==> src/rtl/antares_pkg.sv <==
// Shared definitions for the fetch front end: sequencer states, branch-taken
// encodings, reset vector and small address helpers.
package antares_pkg;

  typedef enum logic [2:0] {
    ST_BOOT  = 3'd0,
    ST_FETCH = 3'd1,
    ST_WAIT  = 3'd2,
    ST_FLUSH = 3'd3,
    ST_HALT  = 3'd4
  } state_e;

  localparam logic [1:0]  BR_TAKEN_A       = 2'b01;
  localparam logic [1:0]  BR_TAKEN_B       = 2'b10;
  localparam logic [31:0] RESET_PC_DEFAULT = 32'h0000_0000;

  function automatic logic branch_taken(input logic [1:0] br);
    return (br == BR_TAKEN_A) || (br == BR_TAKEN_B);
  endfunction

  function automatic logic [31:0] align_word(input logic [31:0] addr);
    return addr & 32'hFFFF_FFFC;
  endfunction

endpackage

==> src/rtl/redirect_select.sv <==
// Combinational redirect decision: a new branch beats a new jump, and any new
// request beats a redirect parked earlier in the pending register.
module redirect_select
  import antares_pkg::*;
(
  input  logic [1:0]  branch,
  input  logic        jumpReg,
  input  logic [31:0] branchAdress,
  input  logic [31:0] jumpAdress,
  input  logic        pend_valid,
  input  logic [31:0] pend_target,
  output logic        redirect,
  output logic [31:0] target
);

  logic taken;

  always_comb begin
    taken    = branch_taken(branch);
    redirect = taken || jumpReg || pend_valid;
    target   = pend_target;
    if (taken)        target = align_word(branchAdress);
    else if (jumpReg) target = align_word(jumpAdress);
  end

endmodule

==> src/rtl/fetch_sequencer.sv <==
// Instruction fetch sequencer: drives the fetch pc, the instruction memory
// request, IF/ID valid and flush, with halt > redirect > stall > sequential.
module fetch_sequencer
  import antares_pkg::*;
#(
  parameter logic [31:0] RESET_PC     = RESET_PC_DEFAULT,
  parameter int unsigned FLUSH_CYCLES = 2
) (
  input  logic        clk,
  input  logic        rst_n,
  input  logic        stall,
  input  logic [1:0]  branch,
  input  logic        jumpReg,
  input  logic [31:0] branchAdress,
  input  logic [31:0] jumpAdress,
  input  logic        halt,
  input  logic        imem_ready,
  output logic [31:0] pc,
  output logic        imem_req,
  output logic        pc_valid,
  output logic        flush,
  output logic        busy_wait,
  output state_e      state_dbg
);

  localparam logic [3:0] FLUSH_LOAD = 4'(FLUSH_CYCLES);

  state_e      state_q, state_d;
  logic [31:0] pc_q, pc_d;
  logic [3:0]  cnt_q, cnt_d;
  logic        pend_q, pend_d;
  logic [31:0] pend_tgt_q, pend_tgt_d;
  logic        halt_pend_q, halt_pend_d;
  logic        redirect;
  logic [31:0] target;
  logic        halt_eff;

  redirect_select u_sel (
    .branch      (branch),
    .jumpReg     (jumpReg),
    .branchAdress(branchAdress),
    .jumpAdress  (jumpAdress),
    .pend_valid  (pend_q),
    .pend_target (pend_tgt_q),
    .redirect    (redirect),
    .target      (target)
  );

  // halt_pend_q is only ever set while waiting on memory
  assign halt_eff = halt || halt_pend_q;

  // Memory handshake: imem_req is held high in FETCH/WAIT; a cycle with
  // imem_req=1 and imem_ready=1 completes the request for the current pc.
  always_comb begin
    state_d     = state_q;
    pc_d        = pc_q;
    cnt_d       = cnt_q;
    pend_d      = pend_q;
    pend_tgt_d  = pend_tgt_q;
    halt_pend_d = halt_pend_q;
    pc_valid    = 1'b0;
    case (state_q)
      ST_BOOT: state_d = halt ? ST_HALT : ST_FETCH;
      ST_FETCH, ST_WAIT: begin
        if (state_q == ST_WAIT && !imem_ready) begin
          // The selector already prefers a new request over the parked one.
          pend_d      = redirect;
          pend_tgt_d  = target;
          halt_pend_d = halt_pend_q || halt;
        end else begin
          pend_d      = 1'b0;
          halt_pend_d = 1'b0;
          state_d     = ST_FETCH;
          if (halt_eff) begin
            state_d = ST_HALT;
          end else if (redirect) begin
            pc_d    = target;
            cnt_d   = FLUSH_LOAD;
            state_d = ST_FLUSH;
          end else if (!imem_ready) begin
            state_d = ST_WAIT;
          end else if (!stall) begin
            pc_valid = 1'b1;
            pc_d     = pc_q + 32'd4;
          end
        end
      end
      ST_FLUSH: begin
        if (halt) begin
          state_d = ST_HALT;
          cnt_d   = 4'd0;
        end else if (redirect) begin
          pc_d  = target;
          cnt_d = FLUSH_LOAD;
        end else if (cnt_q <= 4'd1) begin
          state_d = ST_FETCH;
          cnt_d   = 4'd0;
        end else begin
          cnt_d = cnt_q - 4'd1;
        end
      end
      ST_HALT: state_d = ST_HALT;
      default: state_d = ST_BOOT;
    endcase
  end

  always_ff @(posedge clk or negedge rst_n) begin
    if (!rst_n) begin
      state_q     <= ST_BOOT;
      pc_q        <= RESET_PC;
      cnt_q       <= 4'd0;
      pend_q      <= 1'b0;
      pend_tgt_q  <= 32'd0;
      halt_pend_q <= 1'b0;
    end else begin
      state_q     <= state_d;
      pc_q        <= pc_d;
      cnt_q       <= cnt_d;
      pend_q      <= pend_d;
      pend_tgt_q  <= pend_tgt_d;
      halt_pend_q <= halt_pend_d;
    end
  end

  assign pc        = pc_q;
  assign imem_req  = (state_q == ST_FETCH) || (state_q == ST_WAIT);
  assign flush     = (state_q == ST_FLUSH);
  assign busy_wait = (state_q == ST_WAIT);
  assign state_dbg = state_q;

endmodule

==> config.mk <==
export PLATFORM = sky130hd
export DESIGN_NAME = fetch_sequencer
export DESIGN_NICKNAME = d
export VERILOG_FILES = /design/src/rtl/antares_pkg.sv /design/src/rtl/redirect_select.sv /design/src/rtl/fetch_sequencer.sv
export SDC_FILE = /design/constraint.sdc
export NUM_CORES = 1
export LEC_CHECK = 0
export ABC_AREA = 1
export BUFFER_PORTS_ARGS = -buffer_cell sky130_fd_sc_hd__buf_4
export CAP_MARGIN = 30
export CORE_MARGIN = 2
export CORE_UTILIZATION = 53
export DETAILED_ROUTE_END_ITERATION = 7
export PLACE_DENSITY = 0.82
export SLEW_MARGIN = 10
export SYNTH_ARGS = -nofsm -noshare
export SYNTH_HDL_FRONTEND = slang
export SYNTH_SLANG_ARGS = --single-unit
==> constraint.sdc <==
create_clock -name clk -period 1.7 [get_ports clk]
set_input_delay 0.255 -clock clk [delete_from_list [all_inputs] [get_ports clk]]
set_output_delay 0.255 -clock clk [all_outputs]
set_load 0.01 [all_outputs]
==> Yosys cells after proc, flatten, opt, wreduce, memory -nomap -nowiden <==
Cells that the tools add are included.
{ "totals": {"rom_bits": 0, "word_cells": 72, "mem_bits_rw": 0, "out_inout_bits": 39, "n_memories": 0, "regBits": 73, "latchBits": 0} }
{ "classes": {"n_shift": 0, "n_eq_ne": 15, "muxes": 34, "n_addsub": 2, "mul": 0, "div": 0, "order_cmp": 1, "reduce_logical": 14, "n_bitwise": 0} }
{ "op_table": {"columns": ["operator", "n"], "rows": [
  ["2-to-1 mux 32 bit", 9],
  ["case mux 32 bit (2 select lines)", 1],
  ["adder 32 x 3 -> 32 bit (second input constant)", 1],
  ["2-to-1 mux 4 bit", 6],
  ["2-to-1 mux 3 bit", 6],
  ["case mux 3 bit (4 select lines)", 1],
  ["!= test 3 bit (second input constant)", 3],
  ["2-to-1 mux 1 bit", 8],
  ["!= test 2 bit (second input constant)", 4],
  ["case mux 4 bit (2 select lines)", 1],
  ["AND reduction 7 bit", 1],
  ["equality test 3 x 2 -> 1 bit (second input constant)", 2],
  ["logical OR 1 bit", 5],
  ["less-or-equal comparator 4 x 1 -> 1 bit (second input constant)", 1],
  ["2-to-1 mux 2 bit", 2],
  ["AND reduction 4 bit", 1],
  ["subtractor 4 x 1 -> 4 bit (second input constant)", 1],
  ["equality test 3 x 1 -> 1 bit (second input constant)", 1],
  ["equality test 3 bit (second input constant)", 1],
  ["logical NOT 3 bit", 1],
  ["!= test 3 x 2 -> 1 bit (second input constant)", 1],
  ["AND reduction 3 bit", 1],
  ["equality test 2 x 1 -> 1 bit (second input constant)", 1],
  ["equality test 2 bit (second input constant)", 1],
  ["other kinds (6)", 6]
]} }

==> Depth between registers and ports, before layout <==
Gate-level depths: netlist of run 1.
{ "depth": {"word_depth": 8, "ltp_mapped": 12} }

==> Modules after synthesis <==
Synthesis of run 1 repeated with hierarchy kept, for this count alone.
{ "unflattened": {"hier_cells": 854, "area_unflattened_um2": 5131.2} }
{ "modules_own_cells": {"columns": ["mod", "n_inst", "area_per_inst_um2", "seq_area_each_um2", "cells_per_inst"], "rows": [
  ["fetch_sequencer", 1, 4286.6, 1826.8, 647],
  ["redirect_select", 1, 844.6, 0.0, 207]
]} }

==> Worst setup path before layout of run 1 <==
Ideal clock, no wire load.
{ "synth_timing": {"path_kind": "register to register", "start": "register pc_q[3], in the netlist pc[3]", "end": "register pc_q[22], in the netlist pc[22]", "path_stages_with_launch": 11, "path_buffers": 0, "path_slack_ns": 0.114, "t_arrival_ns": 1.469, "period_less_slack_ns": 1.586, "setup_ns": 0.117, "path_cell_list": "dfrtp_1 -> ha_1 -> inv_1 -> nor2_1 -> nand2_1 -> nor2_1 -> nand2_1 -> nand2_1 -> nand3_1 -> nand3_1 -> nand2_1"} }
{ "synth_between": {"elab_chain_cells": 7} }
{ "synth_lines": {"columns": ["element", "line", "text"], "rows": [
  ["start, declared", "fetch_sequencer.sv:29", "logic [31:0] pc_q, pc_d;"],
  ["start signal, assigned", "fetch_sequencer.sv:117", "pc_q <= pc_d;"],
  ["adder 32 x 3 -> 32 bit", "fetch_sequencer.sv:84", "pc_d = pc_q + 32'd4;"],
  ["2-to-1 mux 32 bit", "fetch_sequencer.sv:82", "end else if (!stall) begin"],
  ["2-to-1 mux 32 bit", "fetch_sequencer.sv:80", "end else if (!imem_ready) begin"],
  ["2-to-1 mux 32 bit", "fetch_sequencer.sv:76", "end else if (redirect) begin"],
  ["2-to-1 mux 32 bit", "fetch_sequencer.sv:74", "if (halt_eff) begin"],
  ["2-to-1 mux 32 bit", "fetch_sequencer.sv:65", "if (state_q == ST_WAIT && !imem_ready) begin"],
  ["case mux 32 bit (2 select lines)", "fetch_sequencer.sv:62", "case (state_q)"]
]} }
No other way between the ends. The select of a mux whose other input is x is not followed.
A chain may end at the register's enable or synchronous reset.

==> Worst setup path in the final report of run 1 <==
{ "layout_timing": {"start": "register state_q[1], in the netlist state_dbg[1]", "end": "output port pc_valid"} }
{ "layout_between": {"elab_chain_cells": 4, "elab_cells_between_ends": 6} }
{ "layout_lines": {"columns": ["element", "line", "text"], "rows": [
  ["start, declared", "fetch_sequencer.sv:28", "state_e state_q, state_d;"],
  ["start signal, assigned", "fetch_sequencer.sv:116", "state_q <= state_d;"],
  ["equality test 3 x 2 -> 1 bit", "fetch_sequencer.sv:62, fetch_sequencer.sv:65", null],
  ["logical AND 1 bit", "fetch_sequencer.sv:65", null],
  ["2-to-1 mux 1 bit", "fetch_sequencer.sv:65", null],
  ["2-to-1 mux 1 bit *", "fetch_sequencer.sv:62", null],
  ["end, declared", "fetch_sequencer.sv:20", "output logic pc_valid,"]
]} }
Every way passes the cells marked *; elsewhere a longest branch is shown, timed or not.

==> out/results.tsv, run 1 <==
metric	value	unit
largest net degree at the start of global routing	74	
RePlAce Congestion	0.936	
Cell Area, Synth	4870	um2
final net count	976	
Clk Latency, worst-skew pair	0.36	ns
post-layout util	0.751	
area growth from synthesis to layout	35.8	%
Mean Syn Cell Area	6.46	um2
Mapped Nets	828	
number of synthesized register bits	73	
critical path startpoint category	flip-flop	
Slowest-stage cell, CP	dfrtp_1	
first-pass GRT wire length	23900	um
# rows	34	
number of fill cells	681	
DRT iter0 DRCs	386	
HP Class	input port to flip-flop	
final hold viol count	0	
TritonCTS Buffers	9	
leak pwr	3.21	nW
delay of the slowest cell on the worst path	0.42	ns
Synth Instances	753	
P per Cell Area	600	nW/um2
kind of end point of the critical path	output port	
Peak VDD IR	0.470	mV
die area	9960	um2
largest family of logic cells by synthesized area	simple AND/OR/NAND/NOR gates	
IO buf count	106	
Slew HR	0.373	
r2r setup slk	-0.11	ns
HPWL after DPL	10100	um
CORE AREA	8810	um2
grt ovf	0	
Routed Antenna Nets	0	
Clock transition at path regs	0.09	ns
XOR/XNOR Fraction of Synth Area	0.0162	
antenna violations before repair	0	
sequential share of the synthesized area	0.375	
Least-Margin Pin Slew	0.940	ns
footprint of the multi-input gates	2840	um2
die width	99.8	um
Critical Path RT	1.44	ns
CTS Buffer Depth	2	
hold slack	0.179	ns
post-layout minimum cycle time	1.91	ns
Total GRT Usage	0.302	
critical path arrival	1.66	ns
Layout Skew	0.00627	ns
starting density of the core	0.553	
RSZ-0062 raised after global routing	true	
CP max FO	3	
Crit path max-delay family	simple AND/OR/NAND/NOR gates	
violated checks	setup timing	
number of vias per cell	5.57	
max_cap viols	0	
DR vias	5650	
Syn. warnings	0	
mux cell area share after synthesis	0	
post-synth cell types	28	
Fmax	523	MHz
routed len/inst	15.5	um
Antenna diodes	0	
Tcrit/Tclk final	1.13	
WL final	15800	um
# clock sinks	73	
worst path cell trace	nor2_2 > nor2_2 > nand2_2 > buf_6 > nor2_4 > inv_2 > nor4_2 > buf_4	
CTS Root Cell	clkbuf_8	
CTS tree	yes	
Max H-tree Level	3	
WP buf/inv	3	
layout cells sized above 1	0.265	
most frequent cells in the layout	nand2_1, buf_4, nor2_1, o21ai_0, dfrtp_1	
residual DRC count	0	
Final Slew Violations	0	
post-synthesis compound-gate area fraction	0.129	
adder-cell area share of the yosys netlist	0.00771	
IO Count	111	
vias in the first global route	5143	
most common cell after layout, fill and taps aside	nand2_1	
setup slack at placement	-0.215	ns
cell mode on critical path	nor2_2	
status	finished with violations	
setup ws final	-0.214	ns
# setup viols final	37	
Post-Synth Simple-Gate Area	0.384	
Die Y	99.8	um
WS Path Type	flip-flop to output port	
drt pass-1 iters	6	
Sequential Area	1830	um2
## sequential cells by signal, summed over array words and instances, names as in the netlist
signal	count
cnt_q	4
pc	32
pend_q	1
halt_pend_q	1
state_dbg	3
pend_tgt_q	32
## final cells by class
type,instances,area share
clock inverters,7,0.0119
repair buffers,162,0.202
flip-flops and latches,73,0.276
inverters,69,0.0415
clock buffers,9,0.0187
well taps,108,0.0204
multi-input cells,586,0.429
## stage by stage
step	cell area, um2	std cells	setup TNS [ns]	total power [mW]
floorplan	4870	753	0	2.20
global placement	5950	976	-2.95	2.52
detailed placement	5950	976	-5.02	2.54
CTS	6330	1005	-0.265	3.94
global route	6610	1014	-4.91	4.14
finish	6610	1014	-1.78	3.97
## where the power goes
group / switching [mW] / internal, mW / leakage, nW
clock: 0.743 / 0.690 / 0.0925
sequential: 0.0761 / 1.80 / 0.914
combinational: 0.362 / 0.295 / 2.20
## metal layers
metal / wire length, um / track usage / vias to the layer above
li1: - / - / 2698
met2: 7600 / 0.494 / 309
met5: 0 / 0 / -
met1: 6590 / 0.405 / 2606
met3: 1190 / 0.0397 / 37
met4: 388 / 0.128 / 0
## worst min-delay path, delay by kind of cell
kind	cells	cell delay [ns]
AOI/OAI and AO/OA	1	0.07
buffers and inverters	1	0.11
and+or+nand+nor	1	0.06
## synth_stat cells, drive strengths merged
master,n,area share
inv,69,0.053
a31oi,3,0.0039
nand4,1,0.0013
nor4,1,0.0013
a21oi,16,0.016
nand2,257,0.20
nand3,64,0.069
nor2,113,0.098
o22ai,2,0.0026
or2,2,0.0026
nand3b,5,0.0077
nor3,3,0.0031
clkbuf,11,0.0085
xor2,6,0.011
xnor2,3,0.0054
ha,3,0.0077
buf,18,0.025
o21a,1,0.0015
dfrtp,73,0.38
o21ai,102,0.10
## repair_timing
| action | in CTS | in global routing |
|---|---|---|
| hold buffers | 1 | 0 |
| setup buffers | 10 | 7 |
| pin swaps | 5 | 13 |
| gates cloned | 2 | 2 |
| endpoints found under the hold margin | 73 | 0 |
| gates resized for setup | 14 | 65 |
| setup endpoints to repair | 32 | 56 |
## path summary, 6_finish.rpt
kind	from	end	cells after the start
min	halt	state_dbg[2]	3
max in group asynchronous	rst_n	pend_tgt_q[6]	3
min in group asynchronous	rst_n	cnt_q[3]	3
max	state_dbg[1]	pc_valid	8
min reg2reg	pend_tgt_q[20]	pend_tgt_q[20]	2
max reg2reg	state_dbg[1]	pc[0]	12
## cells by family after synthesis
family                   count (synthesis)
AND/OR/NAND/NOR                        446
AO/OA/AOI/OAI                          124
buffers and inverters                   98
flip-flops                              73
XOR/XNOR                                 9
adder cells (fa/ha/maj)                  3
(Power assumes the default switching activity.)
==> run 2, diff against run 1 <==
- CTS_BUF_LIST: unset -> sky130_fd_sc_hd__clkbuf_4
- PLACE_DENSITY: 0.82 -> 0.79
- SYNTH_HIERARCHICAL: unset -> 1
==> out/results.tsv, run 2 <==
metric	value	unit	change
# setup viols final	18		was 37
Total GRT Usage	0.303		was 0.302
Layout Skew	0.0175	ns	was 0.00627 ns
setup slack at placement	-0.143	ns	was -0.215 ns
status	finished with violations		unchanged
Worst Setup SP	pend_q		was state_dbg[1]
worst path cell trace	nand3b_1 > buf_4 > nor2_2 > nand3_2 > nand3_2 > nor2_4 > buf_4 > clkbuf_16 > o21ai_0		was nor2_2 > nor2_2 > nand2_2 > buf_6 > nor2_4 > inv_2 > nor4_2 > buf_4
vias in the first global route	5579		was 5143
CORE AREA	9330	um2	was 8810 um2
sequential share of the synthesized area	0.356		was 0.375
worst reg2reg endpoint	pc[2]		was pc[0]
critical path arrival	2.13	ns	was 1.66 ns
Mean Syn Cell Area	6.01	um2	was 6.46 um2
WL final	16100	um	was 15800 um
setup ws final	-0.0796	ns	was -0.214 ns
Mapped Nets	929		was 828
Critical Path RT	2.05	ns	was 1.44 ns
DRT iter0 DRCs	357		was 386
P per Cell Area	1240	nW/um2	was 600 nW/um2
Reg-to-Reg Start	pend_q		was state_dbg[1]
Setup Total Neg Slack	-0.749	ns	was -1.78 ns
antenna violations before repair	0		unchanged
most frequent cell after synthesis	nand2_1		unchanged
CTS tree	yes		unchanged
Die Y	102	um	was 99.8 um
worst reg-to-reg path cell count	9		was 12
EDFF count, synth	0		unchanged
Crit path max-delay family	simple AND/OR/NAND/NOR gates		unchanged
IO Count	111		unchanged
post-layout minimum cycle time	1.78	ns	was 1.91 ns
final net count	1059		was 976
die area	10500	um2	was 9960 um2
area share of the largest cell type after synthesis	0.356		was 0.375
number of synthesized register bits	73		unchanged
Routed Antenna Nets	0		unchanged
TritonCTS Buffers	9		unchanged
# rows	35		was 34
HPWL after DPL	10800	um	was 10100 um
layout cells sized above 1	0.225		was 0.265
DP Cell Count	1081		was 976
violated checks	setup timing		unchanged
Fmax	562	MHz	was 523 MHz
WP buf/inv	3		unchanged
Cells on Worst Hold Path	3		unchanged
grt ovf	0		unchanged
asr flop ratio synth	1.00		unchanged
CTS Root Cell	clkbuf_4		was clkbuf_8
residual DRC count	0		unchanged
Slew HR	0.724		was 0.373
CTS Buffer Depth	2		unchanged
die width	102	um	was 99.8 um
kind of end point of the critical path	flip-flop		was output port
Cell Area, Synth	5130	um2	was 4870 um2
Slowest-stage cell, CP	dfrtp_1		unchanged
HP Class	input port to flip-flop		unchanged
r2r setup slk	-0.08	ns	was -0.11 ns
Clk Latency, worst-skew pair	0.43	ns	was 0.36 ns
min-delay src	halt		unchanged
most common cell after layout, fill and taps aside	nand2_1		unchanged
synth top area cells	dfrtp_1, nand2_1, nand3_1, nor2_1, inv_1		was dfrtp_1, nand2_1, o21ai_0, nor2_1, nand3_1
Max H-tree Level	3		unchanged
first-pass GRT wire length	25300	um	was 23900 um
DR vias	5982		was 5650
final hold viol count	0		unchanged
Final Slew Violations	0		unchanged
Tcrit/Tclk final	1.05		was 1.13
most frequent cells in the layout	nand2_1, buf_4, nor2_1, nand3_1, dfrtp_1		was nand2_1, buf_4, nor2_1, o21ai_0, dfrtp_1
hold slack	0.162	ns	was 0.179 ns
post-synth top area cell	dfrtp_1		unchanged
critical path startpoint category	flip-flop		unchanged
Least-Margin Pin Slew	0.414	ns	was 0.940 ns
IO buf count	106		unchanged
Final Instance Count excl. Fillers	1118		was 1014
largest net degree at the start of global routing	74		unchanged
most used flip-flop cell after synthesis	dfrtp_1		unchanged
# clock sinks	73		unchanged
number of vias per cell	5.35		was 5.57
max_cap viols	0		unchanged
Clock transition at path regs	0.13	ns	was 0.09 ns
Synth Instances	854		was 753
post-synth cell types	31		was 28
Post-synth top cells	nand2_1, nor2_1, nand3_1		was nand2_1, nor2_1, o21ai_0
drt pass-1 iters	5		was 6
final total power	8.39	mW	was 3.97 mW
Antenna diodes	0		unchanged
RSZ-0062 raised after global routing	true		unchanged
Peak VDD IR	0.811	mV	was 0.470 mV
area growth from synthesis to layout	31.7	%	was 35.8%
delay of the slowest cell on the worst path	0.40	ns	was 0.42 ns
RePlAce Congestion	0.895		was 0.936
Syn. warnings	6		was 0
routed len/inst	14.4	um	was 15.5 um
hold path endpoint	state_dbg[0]		was state_dbg[2]
CP max FO	7		was 3
starting density of the core	0.550		was 0.553
leak pwr	3.54	nW	was 3.21 nW
WS Path Type	flip-flop to flip-flop		was flip-flop to output port
## run 2: area by class of cell
| class | instances | area [um2] |
|---|---|---|
| multi-input combinational | 682 | 3010 |
| fill | 840 | 2570 |
| sequential | 73 | 1840 |
| timing repair buffer | 154 | 1340 |
| inverter | 64 | 240 |
| tap | 129 | 161 |
| clock inverter | 7 | 95.1 |
| clock buffer | 9 | 67.6 |
## run 2: how the worst max path moves through the flow
| stage | endpoint | depth (start not counted) |
|---|---|---|
| after global placement | pc[0] | 12 |
| after global routing | pc[2] | 9 |
| after CTS | pc_valid | 5 |
| after floorplan | pc[0] | 14 |
| final | pc[2] | 9 |
| after detailed placement | pc[0] | 12 |
## run 2: timing repair
action | 4_1_cts | 5_1_grt
gates resized for setup | 12 | 49
pin swaps | 4 | 6
endpoints found under the hold margin | 73 | 0
buffers inserted | 7 | 7
hold buffers | 1 | 0
gates cloned | 0 | 6
endpoints found under the setup margin | 4 | 39
## run 2: per-layer routing
metal | global-route usage | routed length, um | part of all wire
met1 | 0.398 | 6730 | 0.42
met2 | 0.502 | 7710 | 0.48
met3 | 0.0363 | 1060 | 0.066
met4 | 0.144 | 575 | 0.036
met5 | 0 | 0 | 0
## run 2: cell families (layout without fill, tap and decap cells)
kind of cell	Yosys count	count (layout)	synth area share
AO/OA/AOI/OAI	48	48	0.0500
buffers and inverters	99	234	0.0895
AND/OR/NAND/NOR	627	627	0.490
XOR/XNOR	4	4	0.00683
flip-flops	73	73	0.356
adder cells (fa/ha/maj)	3	3	0.00732
## run 2: power by group
group / total, mW / internal (mW) / switching (mW)
registers: 3.12 / 2.40 / 0.724
logic: 3.99 / 1.83 / 2.16
clock network: 1.28 / 0.596 / 0.681
## run 2: worst register-to-register path, stage by stage (launching register included)
cell	delay, ns
dfrtp_1	0.40
nand3b_1	0.20
buf_4	0.20
nor2_2	0.14
nand3_2	0.13
nand3_2	0.11
nor2_4	0.04
buf_4	0.16
clkbuf_16	0.16
o21ai_0	0.15
## run 2: stage by stage
stage	utilization	cell area, um2
3_5_place_dp	0.658	6130
4_1_cts	0.686	6390
3_3_place_gp	0.658	6130
2_1_floorplan	-	5130
5_1_grt	0.724	6760
6_report	0.724	6760
